### config.mk
export PLATFORM = sky130hd
export DESIGN_NAME = symbol_deframer
export DESIGN_NICKNAME = d
export VERILOG_FILES = /design/src/rtl/comm_rx_pkg.sv /design/src/rtl/sym_packer.sv /design/src/rtl/symbol_deframer.sv
export SDC_FILE = /design/constraint.sdc
export NUM_CORES = 1
export LEC_CHECK = 0
export CORE_MARGIN = 4
export CORE_UTILIZATION = 65
export CTS_BUF_LIST = sky130_fd_sc_hd__clkbuf_16
export CTS_CLUSTER_DIAMETER = 40
export CTS_CLUSTER_SIZE = 40
export DETAILED_ROUTE_END_ITERATION = 10
export DONT_BUFFER_PORTS = 1
export PLACE_DENSITY = 0.81
export REMOVE_ABC_BUFFERS = 1
export SKIP_LAST_GASP = 1
export SLEW_MARGIN = 10
export SYNTH_ARGS = -nofsm -noshare
export SYNTH_HDL_FRONTEND = slang
export SYNTH_SLANG_ARGS = --single-unit
export TNS_END_PERCENT = 30
### constraint.sdc
create_clock -name sys_clk -period 22 [get_ports sys_clk]
set_input_delay 0 -clock sys_clk [delete_from_list [all_inputs] [get_ports sys_clk]]
set_output_delay 0 -clock sys_clk [all_outputs]
set_load 0.01 [all_outputs]
### src/rtl/comm_rx_pkg.sv
// Shared types and constants for the symbol receive path.
package comm_rx_pkg;

  localparam int SYM_W         = 2;
  localparam int BYTE_W        = 8;
  localparam int SYMS_PER_BYTE = BYTE_W / SYM_W;

  localparam logic [15:0] SYNC_WORD_DEFAULT = 16'hEB90;

  typedef enum logic [1:0] {
    ST_HUNT,
    ST_LEN,
    ST_PAYLOAD,
    ST_CHECK
  } rx_state_t;

  function automatic int mismatch_bits(input logic [15:0] a, input logic [15:0] b);
    int n;
    n = 0;
    for (int i = 0; i < 16; i++) begin
      if (a[i] != b[i]) n++;
    end
    return n;
  endfunction

  function automatic logic [7:0] sat_inc(input logic [7:0] v);
    return (v == 8'hFF) ? v : v + 8'd1;
  endfunction

endpackage

### src/rtl/sym_packer.sv
// Packs four 2-bit symbols (MSB first) into a byte; byte_rdy marks the 4th symbol.
module sym_packer
  import comm_rx_pkg::*;
(
  input  logic              sys_clk,
  input  logic              reset,
  input  logic              clear,
  input  logic              sym_en,
  input  logic [SYM_W-1:0]  sym_in,
  output logic [BYTE_W-1:0] byte_data,
  output logic              byte_rdy
);

  logic [1:0]              sym_cnt;
  logic [BYTE_W-SYM_W-1:0] acc;

  always_ff @(posedge sys_clk) begin
    if (!reset || clear) begin
      sym_cnt <= '0;
      acc     <= '0;
    end else if (sym_en) begin
      sym_cnt <= sym_cnt + 2'd1;
      acc     <= {acc[BYTE_W-2*SYM_W-1:0], sym_in};
    end
  end

  // acc always holds the three most recent symbols, so the byte completes combinationally
  assign byte_data = {acc, sym_in};
  assign byte_rdy  = sym_en && (sym_cnt == 2'd3);

endmodule

### src/rtl/symbol_deframer.sv
// Frame deframer: sliding sync hunt, length byte, payload bytes, XOR checksum.
//   state      | meaning
//   ST_HUNT    | shifting symbols, looking for the sync word
//   ST_LEN     | collecting the length byte N
//   ST_PAYLOAD | collecting N payload bytes, emitting each one
//   ST_CHECK   | collecting checksum byte, then pulse done/err
module symbol_deframer
  import comm_rx_pkg::*;
#(
  parameter logic [15:0] SYNC_WORD = SYNC_WORD_DEFAULT,
  parameter int          SYNC_TOL  = 0
) (
  input  logic              sys_clk,
  input  logic              reset,
  input  logic [SYM_W-1:0]  sym_in,
  input  logic              sym_valid,
  output logic [BYTE_W-1:0] byte_out,
  output logic              byte_valid,
  output logic              frame_done,
  output logic              frame_err,
  output logic              in_frame,
  output logic [7:0]        frame_cnt,
  output logic [7:0]        err_cnt
);

  rx_state_t   state, state_nxt;
  logic [15:0] shift_reg, shift_nxt, shifted;
  logic [7:0]  len_q, len_nxt;
  logic [7:0]  byte_cnt, cnt_nxt;
  logic [7:0]  xor_q, xor_nxt;
  logic [7:0]  byte_out_nxt, fcnt_nxt, ecnt_nxt;
  logic        byte_valid_nxt, done_nxt, err_nxt;

  logic [BYTE_W-1:0] byte_data;
  logic              byte_rdy;

  sym_packer u_packer (
    .sys_clk   (sys_clk),
    .reset     (reset),
    .clear     (state == ST_HUNT),
    .sym_en    (sym_valid && (state != ST_HUNT)),
    .sym_in    (sym_in),
    .byte_data (byte_data),
    .byte_rdy  (byte_rdy)
  );

  assign shifted  = {shift_reg[13:0], sym_in};
  assign in_frame = (state != ST_HUNT);

  always_comb begin
    state_nxt      = state;
    shift_nxt      = shift_reg;
    len_nxt        = len_q;
    cnt_nxt        = byte_cnt;
    xor_nxt        = xor_q;
    byte_out_nxt   = byte_out;
    byte_valid_nxt = 1'b0;
    done_nxt       = 1'b0;
    err_nxt        = 1'b0;
    fcnt_nxt       = frame_cnt;
    ecnt_nxt       = err_cnt;

    case (state)
      ST_HUNT: begin
        if (sym_valid) begin
          if (mismatch_bits(shifted, SYNC_WORD) <= SYNC_TOL) begin
            state_nxt = ST_LEN;
            shift_nxt = '0;
            cnt_nxt   = '0;
            xor_nxt   = '0;
          end else begin
            shift_nxt = shifted;
          end
        end
      end
      ST_LEN: begin
        if (byte_rdy) begin
          len_nxt = byte_data;
          if (byte_data == 8'd0) begin
            err_nxt   = 1'b1;
            ecnt_nxt  = sat_inc(err_cnt);
            state_nxt = ST_HUNT;
          end else begin
            state_nxt = ST_PAYLOAD;
          end
        end
      end
      ST_PAYLOAD: begin
        if (byte_rdy) begin
          byte_out_nxt   = byte_data;
          byte_valid_nxt = 1'b1;
          xor_nxt        = xor_q ^ byte_data;
          cnt_nxt        = byte_cnt + 8'd1;
          if (byte_cnt + 8'd1 == len_q) state_nxt = ST_CHECK;
        end
      end
      ST_CHECK: begin
        if (byte_rdy) begin
          if (byte_data == xor_q) begin
            done_nxt = 1'b1;
            fcnt_nxt = sat_inc(frame_cnt);
          end else begin
            err_nxt  = 1'b1;
            ecnt_nxt = sat_inc(err_cnt);
          end
          state_nxt = ST_HUNT;
          xor_nxt   = '0;
          cnt_nxt   = '0;
        end
      end
      default: state_nxt = ST_HUNT;
    endcase
  end

  always_ff @(posedge sys_clk) begin
    if (!reset) begin
      state      <= ST_HUNT;
      shift_reg  <= '0;
      len_q      <= '0;
      byte_cnt   <= '0;
      xor_q      <= '0;
      byte_out   <= '0;
      byte_valid <= 1'b0;
      frame_done <= 1'b0;
      frame_err  <= 1'b0;
      frame_cnt  <= '0;
      err_cnt    <= '0;
    end else begin
      state      <= state_nxt;
      shift_reg  <= shift_nxt;
      len_q      <= len_nxt;
      byte_cnt   <= cnt_nxt;
      xor_q      <= xor_nxt;
      byte_out   <= byte_out_nxt;
      byte_valid <= byte_valid_nxt;
      frame_done <= done_nxt;
      frame_err  <= err_nxt;
      frame_cnt  <= fcnt_nxt;
      err_cnt    <= ecnt_nxt;
    end
  end

endmodule

## Yosys cells after proc, flatten, opt, wreduce, memory -nomap -nowiden

Cells that the tools add are included.

| storage, ports and cells | value |
|---|---|
| register bits | 75 |
| input port bits | 5 |
| output and inout port bits | 28 |
| logic and storage cells | 146 |

| operators by class | value |
|---|---|
| $add $sub $neg | 19 |
| magnitude comparators | 1 |
| eq/ne operators | 16 |
| muxes and demuxes | 77 |
| bitwise operators | 2 |
| reductions and logical operators | 18 |

Operators by type and width:

| cell | count |
|---|---|
| 32-bit 2-to-1 mux | 47 |
| 32-bit by 2-bit adder with 32-bit output (second input constant) | 15 |
| 8-bit 2-to-1 mux | 10 |
| 8-bit one-hot mux with 3 select lines | 2 |
| 32-bit by 1-bit <= comparator with 1-bit output (second input constant) | 1 |
| 8-bit by 1-bit adder with 8-bit output (second input constant) | 3 |
| 8-bit == test | 2 |
| 8-bit == test (second input constant) | 2 |
| 2-bit inequality test (second input constant) | 8 |
| 8-bit one-hot mux with 2 select lines | 1 |
| 14-bit 2-to-1 mux | 1 |
| 2-bit 2-to-1 mux | 7 |
| 5-bit AND reduction | 2 |
| 8-bit logical NOT | 1 |
| 2-bit one-hot mux with 4 select lines | 1 |
| 2-bit AND reduction | 4 |
| 8-bit XOR | 1 |
| 1-bit 2-to-1 mux | 7 |
| 2-bit == test (second input constant) | 3 |
| 6-bit AND reduction | 1 |
| 4-bit AND reduction | 1 |
| 2-bit nonzero test | 2 |
| 3-bit AND reduction | 1 |
| 3-bit nonzero test | 1 |
| other kinds (8) | 9 |

## Longest topological paths before layout

Gate-level depths: netlist (run 1).

| logic depth | value |
|---|---|
| word-level depth | 67 |
| depth in mapped cells | 53 |

## Modules after synthesis

A second synthesis (run 1) with hierarchy kept.

| unflattened totals | value |
|---|---|
| cells, all modules | 665 |
| area, all modules | 5,566.6 µm² |

By module, submodules not included:

| module | times used | cells an instance | area each (µm²) | seq. area each (µm²) |
|---|---|---|---|---|
| symbol_deframer | 1 | 634 | 5,240.0 | 1,341.3 |
| sym_packer | 1 | 31 | 326.6 | 160.2 |

## Worst setup path before layout (run 1)

Ideal clock, no wire load.

| path | value |
|---|---|
| path type | input -> register |
| start | input port sym_in[0] |
| end | register byte_cnt[5] |
| library setup time | 0.129 ns |
| data arrival time | 9.607 ns |
| required time | 21.871 ns |
| slack | 12.264 ns |
| stages | 49 |
| buffers on the path | 3 |
| cell sequence | clkbuf_1 inv_1 ha_1 buf_6 xor2_1 ha_1 nand2_1 o31ai_1 ha_1 nand2_1 nand2_1 ha_1 nand2_1 o41ai_2 or2_2 ha_1 nor2b_1 nor2_1 [13 not listed] a2bb2oi_1 o21a_1 inv_1 ha_1 mux2_2 ha_1 nand2b_1 a21bo_2 ha_1 a21oi_1 a41oi_1 ha_1 or4_1 a221oi_2 nand3_1 o31ai_4 buf_6 a31oi_2 |

| on the way | value |
|---|---|
| word-level cells in the longest chain between the ends | 66 |

RTL lines:

| what | RTL line | RTL |
|---|---|---|
| start: declaration | symbol_deframer.sv:15 | `input logic [SYM_W-1:0] sym_in,` |
| 1-bit 2-to-1 mux * | comm_rx_pkg.sv:21 | `if (a[i] != b[i]) n++;` |
| 32-bit 2-to-1 mux * | symbol_deframer.sv:65 | `if (sym_valid) begin` |
| 32-bit 2-to-1 mux * | symbol_deframer.sv:63 | `case (state)` |
| 32-bit by 2-bit adder with 32-bit output | comm_rx_pkg.sv:21 |  |
| 32-bit 2-to-1 mux * | comm_rx_pkg.sv:21 |  |
| 32-bit 2-to-1 mux * | symbol_deframer.sv:65 |  |
| 32-bit 2-to-1 mux * | symbol_deframer.sv:63 |  |
| 32-bit by 2-bit adder with 32-bit output | comm_rx_pkg.sv:21 |  |
| [50 not listed] | -- |  |
| 32-bit 2-to-1 mux * | symbol_deframer.sv:63 |  |
| 32-bit by 2-bit adder with 32-bit output | comm_rx_pkg.sv:21 |  |
| 32-bit 2-to-1 mux * | comm_rx_pkg.sv:21 |  |
| 32-bit 2-to-1 mux * | symbol_deframer.sv:65 |  |
| 32-bit 2-to-1 mux * | symbol_deframer.sv:63 |  |
| 32-bit by 1-bit <= comparator with 1-bit output * | symbol_deframer.sv:66 | `if (mismatch_bits(shifted, SYNC_WORD) <= SYNC_TOL) begin` |
| 2-bit inequality test (no source line) * | -- |  |
| 5-bit AND reduction (no source line) * | -- |  |
| end signal: assignment | symbol_deframer.sv:132 | `byte_cnt <= cnt_nxt;` |
| end: declaration | symbol_deframer.sv:29 | `logic [7:0] byte_cnt, cnt_nxt;` |

Mark *: on every way between the ends. The rest lies on a longest branch, timed or not. The select of a mux whose other input is x is not followed.
A chain may end at the register's enable or synchronous reset.

## Worst setup path after layout (run 1)

| path | value |
|---|---|
| start | register shift_reg[0] |
| end | register byte_cnt[0] |

| on the way | value |
|---|---|
| word-level cells in the longest chain between the ends | 58 |

RTL lines:

| what | RTL line | RTL |
|---|---|---|
| start: declaration | symbol_deframer.sv:27 | `logic [15:0] shift_reg, shift_nxt, shifted;` |
| start signal: assignment | symbol_deframer.sv:130 | `shift_reg <= shift_nxt;` |
| 32-bit 2-to-1 mux * | comm_rx_pkg.sv:21 |  |
| 32-bit 2-to-1 mux * | symbol_deframer.sv:65 |  |
| 32-bit 2-to-1 mux * | symbol_deframer.sv:63 |  |
| 32-bit by 2-bit adder with 32-bit output | comm_rx_pkg.sv:21 |  |
| 32-bit 2-to-1 mux * | comm_rx_pkg.sv:21 |  |
| 32-bit 2-to-1 mux * | symbol_deframer.sv:65 |  |
| 32-bit 2-to-1 mux * | symbol_deframer.sv:63 |  |
| 32-bit by 2-bit adder with 32-bit output | comm_rx_pkg.sv:21 |  |
| [42 not listed] | -- |  |
| 32-bit 2-to-1 mux * | symbol_deframer.sv:63 |  |
| 32-bit by 2-bit adder with 32-bit output | comm_rx_pkg.sv:21 |  |
| 32-bit 2-to-1 mux * | comm_rx_pkg.sv:21 |  |
| 32-bit 2-to-1 mux * | symbol_deframer.sv:65 |  |
| 32-bit 2-to-1 mux * | symbol_deframer.sv:63 |  |
| 32-bit by 1-bit <= comparator with 1-bit output * | symbol_deframer.sv:66 |  |
| 2-bit inequality test (no source line) * | -- |  |
| 5-bit AND reduction (no source line) * | -- |  |

Marks and branches as above.

==> results of run 1 <==
## cells by family after synthesis
kind of cell	share of synthesized area
xor+xnor	0.146
compound gates	0.204
mux	0.0388
flops	0.269
simple gates	0.248
fa+ha+maj	0.0449
buf+inv	0.0496
## layout make-up
cell class                 instances  area share
sequential                        75       0.256
tap                              105      0.0224
inverter                          22      0.0143
multi-input combinational        554       0.647
timing repair buffer               4     0.00682
clock buffer                       9      0.0384
clock inverter                     7      0.0158
## synthesized netlist by cell type (7+ instances only)
master,count
mux2i_1,13
nor2b_1,15
dfxtp_1,75
a21oi_1,54
nor3_1,10
nand2b_1,14
ha_1,20
and3_1,11
xnor2_1,27
nand2_1,100
o211ai_1,19
clkbuf_1,34
nor3b_1,7
xor2_1,28
inv_1,20
nor2_1,66
o21ai_0,19
nand3_1,26
## through the flow
stage          hold slack, ns   util  worst slack [ns]
5_1_grt                0.0239  0.708             10.09
3_5_place_dp            0.136  0.664             11.17
3_3_place_gp            0.127  0.664             11.68
6_report               0.0163  0.708             11.04
2_1_floorplan           0.122      -             12.27
4_1_cts               0.00540  0.708             11.11
## layer usage
layer  up-vias  routed length [microns]  track usage
met4         0                      189       0.0684
met5         -                        0            0
met3        18                      874       0.0706
li1       2395                        -            -
met2       141                     5970        0.429
met1      2255                     5430        0.338
## critical path: cells and delay by family, from the launching register on
family / cells / cell delay (ns)
buffers and inverters: 1 / 0.09
adder cells (fa/ha/maj): 13 / 3.83
flip-flops: 1 / 0.49
AND/OR/NAND/NOR: 17 / 3.06
multiplexers: 2 / 0.56
AO/OA/AOI/OAI: 12 / 2.77
## final timing paths
check / start / end / slack [ns] / cells after the start
setup / recovery: shift_reg[0] / byte_cnt[0] / 11.04 / 45
hold / removal: reset / u_packer.sym_cnt[0] / 0.02 / 2
setup reg to reg: shift_reg[0] / byte_cnt[0] / 11.04 / 45
hold reg to reg: len_q[1] / len_q[1] / 0.47 / 2
## repair_timing
| item | in CTS | in global routing |
|---|---|---|
| setup buffers | 0 | 0 |
| hold buffers | 4 | 0 |
| endpoints found under the hold margin | 33 | 0 |
==> results.ini, run 1 <==
[run_status]
outcome = completed

[critical_path]
arrival_ns = 11.14
cp_common_cell = ha_1
slowest_delay_ns = 0.58
crit_type = reg2reg
crit_path_top_delay_cell = nand4_1
critPathRequiredTime_ns = 22.17
end_kind = flop
cp_max_fo = 16
start_kind = flop

[logic_synthesis]
ys_async_sr_fraction = 0
synth_area_leaders = dfxtp_1, nand2_1, a21oi_1
avgSynthCellArea_sq_um = 8.03
synth_enable_flop_cells = 0
seq_area_frac_synth = 0.269
synthFlopType = dfxtp_1
synth_largest_area_cell = dfxtp_1
yosysUniqueCellTypes = 85
netlist_instances = 694
synth_top_area_share = 0.269
ys_ff_latch = 75
synth_warnings = 0
syn_area_sq_um = 5580

[run]
drv_cap = 0

[place]
gp_congestion = 0.884
dpl_cell_area_sq_um = 5510
dp_cells = 756
port_buffers = 0
dpl.hpwl_mm = 8.88

[clock_tree]
clk_path_buf_depth = 2
htreeDepth = 3
cts_tree = done
clock_sinks = 75
cts_root_buf = clkbuf_16
worstSkewPairLatency_ns = 0.34
numCtsBuffers = 9
cts.clk_slew.worst_paths_ns = 0.06
cts_resized = 0

[route]
via_per_inst = 6.20
wl_per_cell_microns = 16.1
vias = 4809
post-route-drc-count = 0
dr.first_iter.drc_count = 275
dr.pass1.iters = 5
antenna_left = 0
totalWireLength_mm = 12.5

[finish]
final_common_cell = nand2_1
antenna_cells = 0
final-instance-count-excl-fill = 776
largest_reg_flops = 14
multi_input_area_sq_um = 3800
area_growth_pct = 5.32
final_cell_area_sq_um = 5870
n_fill_cell = 652
drive_above_1_share = 0.0745
regArea_sq_um = 1500
layout_common_cells = nand2_1, dfxtp_1, nor2_1
fin_nets = 691

[sta]
clock.fmax_ghz = 0.0912
fin_crit_ns = 10.96
grt_setup_unrepaired = no
maxSlewViolCount = 0
hold_viol_final = 0
max-slew-margin-rel = 0.396
fin_tns_setup_ns = 0
fin_worst_skew_ns = 0.00650
setup-violations-final = 0
tightest_slew_ns = 0.905
fin_crit_sh = 0.498

[grt]
grt_usage = 0.261
grt_pass1_vias = 4596
grt_max_degree = 54
grt_pass1_wl_mm = 21.7
antenna_found_initial = 0
overflow = 0

[floorplan]
core-area_sq_um = 8300
io_pins = 33
die_width_microns = 101
die-height_microns = 101
start_util = 0.672
die_area_sq_um = 10100
fp-row-count = 33

[hold_path]
hold_path_class = in2reg

Power of run 1 is left out: the tool's default activity adds up to more than one toggle a clock period on the data nets, which glitch-free logic cannot reach.
==> run 2, diff against run 1 <==
clock period = 11.1 ns   (was 22 ns; I/O delays follow)
==> results.ini, run 2 (synthesis gave the netlist of run 1 again) <==
[place]
gp_congestion = 0.884
dpl.hpwl_mm = 8.91
port_buffers = 0

[run_status]
outcome = completed

[route]
via_per_inst = 6.22
antenna_left = 0
post-route-drc-count = 0
dr.pass1.iters = 5
wl_per_cell_microns = 16.6
dr.first_iter.drc_count = 346
totalWireLength_mm = 13.0
vias = 4884

[grt]
grt_max_degree = 54
overflow = 0
grt_pass1_wl_mm = 22.3
antenna_found_initial = 0
grt_usage = 0.267
grt_pass1_vias = 4780

[sta]
holdWs_ns = 0.0381
max-slew-margin-rel = 0.383
fin_crit_ns = 10.29
maxSlewViolCount = 0
fin_crit_sh = 0.927
hold_viol_final = 0
clock.fmax_ghz = 0.0972
tightest_slew_ns = 0.924
fin_worst_skew_ns = 0.00865
setup-violations-final = 0

[hold_path]
min_from = sym_in[1]
hold_depth = 4
holdPathEnd = xor_q[1]
hold_path_class = in2reg

[critical_path]
cp_common_cell = ha_1
cp_max_fo = 9
critPathRequiredTime_ns = 11.27
crit_type = reg2reg
slowest_delay_ns = 0.42
crit_path_top_delay_cell = dfxtp_2
cp.depth = 50
reg2reg_from = shift_reg[0]
critPathBufInv = 2
end_kind = flop
rr_worst_depth = 50
start_kind = flop
arrival_ns = 10.46
reg2reg_slack_ns = 0.81
reg2reg_to = shift_reg[4]
crit_family = adder cells
cp-startpoint = shift_reg[0]

[floorplan]
fp-row-count = 33
die_width_microns = 101
die-height_microns = 101
die_area_sq_um = 10100
core-area_sq_um = 8300
start_util = 0.672
io_pins = 33

[clock_tree]
cts_tree = done
worstSkewPairLatency_ns = 0.34
numCtsBuffers = 9
clk_path_buf_depth = 2
htreeDepth = 3
cts.clk_slew.worst_paths_ns = 0.06
clock_sinks = 75
cts_root_buf = clkbuf_16

[finish]
final_common_cell = nand2_1
fin_nets = 701
antenna_cells = 0
layout_common_cells = nand2_1, dfxtp_1, nor2_1
area_growth_pct = 6.89
largest_reg_flops = 14
drive_above_1_share = 0.0926
post-route-util = 0.718

[run]
drv_cap = 0

-- run 2: changes by cell type in the layout (fill, tap and decap cells not counted), sizes merged --
cell,delta
buf,+9
clkinvlp,+2
inv,-2
clkinv,-1
dlygate4sd3,+1
-- run 2: repair_timing --
item	4_1_cts	5_1_grt
hold buffers	5	0
resized for setup	0	4
hold endpoints to repair	33	0
endpoints found under the setup margin	0	31
buffers inserted	0	9
-- run 2: layer usage --
metal,track usage,part of all wire
met1,0.341,0.43
met4,0.0622,0.010
met5,0,0
met2,0.457,0.49
met3,0.0630,0.063
-- run 2: worst max path at each step --
stage	to	slack, ns
after global routing	shift_reg[4]	-0.02
after detailed placement	byte_cnt[0]	0.28
after global placement	byte_cnt[0]	0.78
after CTS	byte_cnt[0]	0.24
final	shift_reg[4]	0.81
after floorplan	byte_cnt[0]	1.37
-- run 2: per-stage QoR --
stage	worst slack, ns	instances	TNS, ns	instance area (sq um)
after floorplan	1.37	651	0	5380
after global placement	0.780	756	0	5510
after detailed placement	0.285	756	0	5510
after CTS	0.239	776	0	5880
after global routing	-0.0152	785	-0.0152	5960
final	0.815	785	0	5960
-- run 2: worst min-delay path: cells and delay by family --
family | cells | cell delay [ns]
and+or+nand+nor | 2 | 0.18
buffers and inverters | 1 | 0.08
AOI/OAI and AO/OA | 1 | 0.07
-- run 2: cell type report --
type	instances	area [sq um]
inverters	22	83.8
multi-input cells	554	3810
well taps	105	131
repair buffers	14	118
fillers	635	2340
clock inverters	6	91.3
clock buffers	9	225
flip-flops and latches	75	1500
Power of run 2 is left out for the same reason.
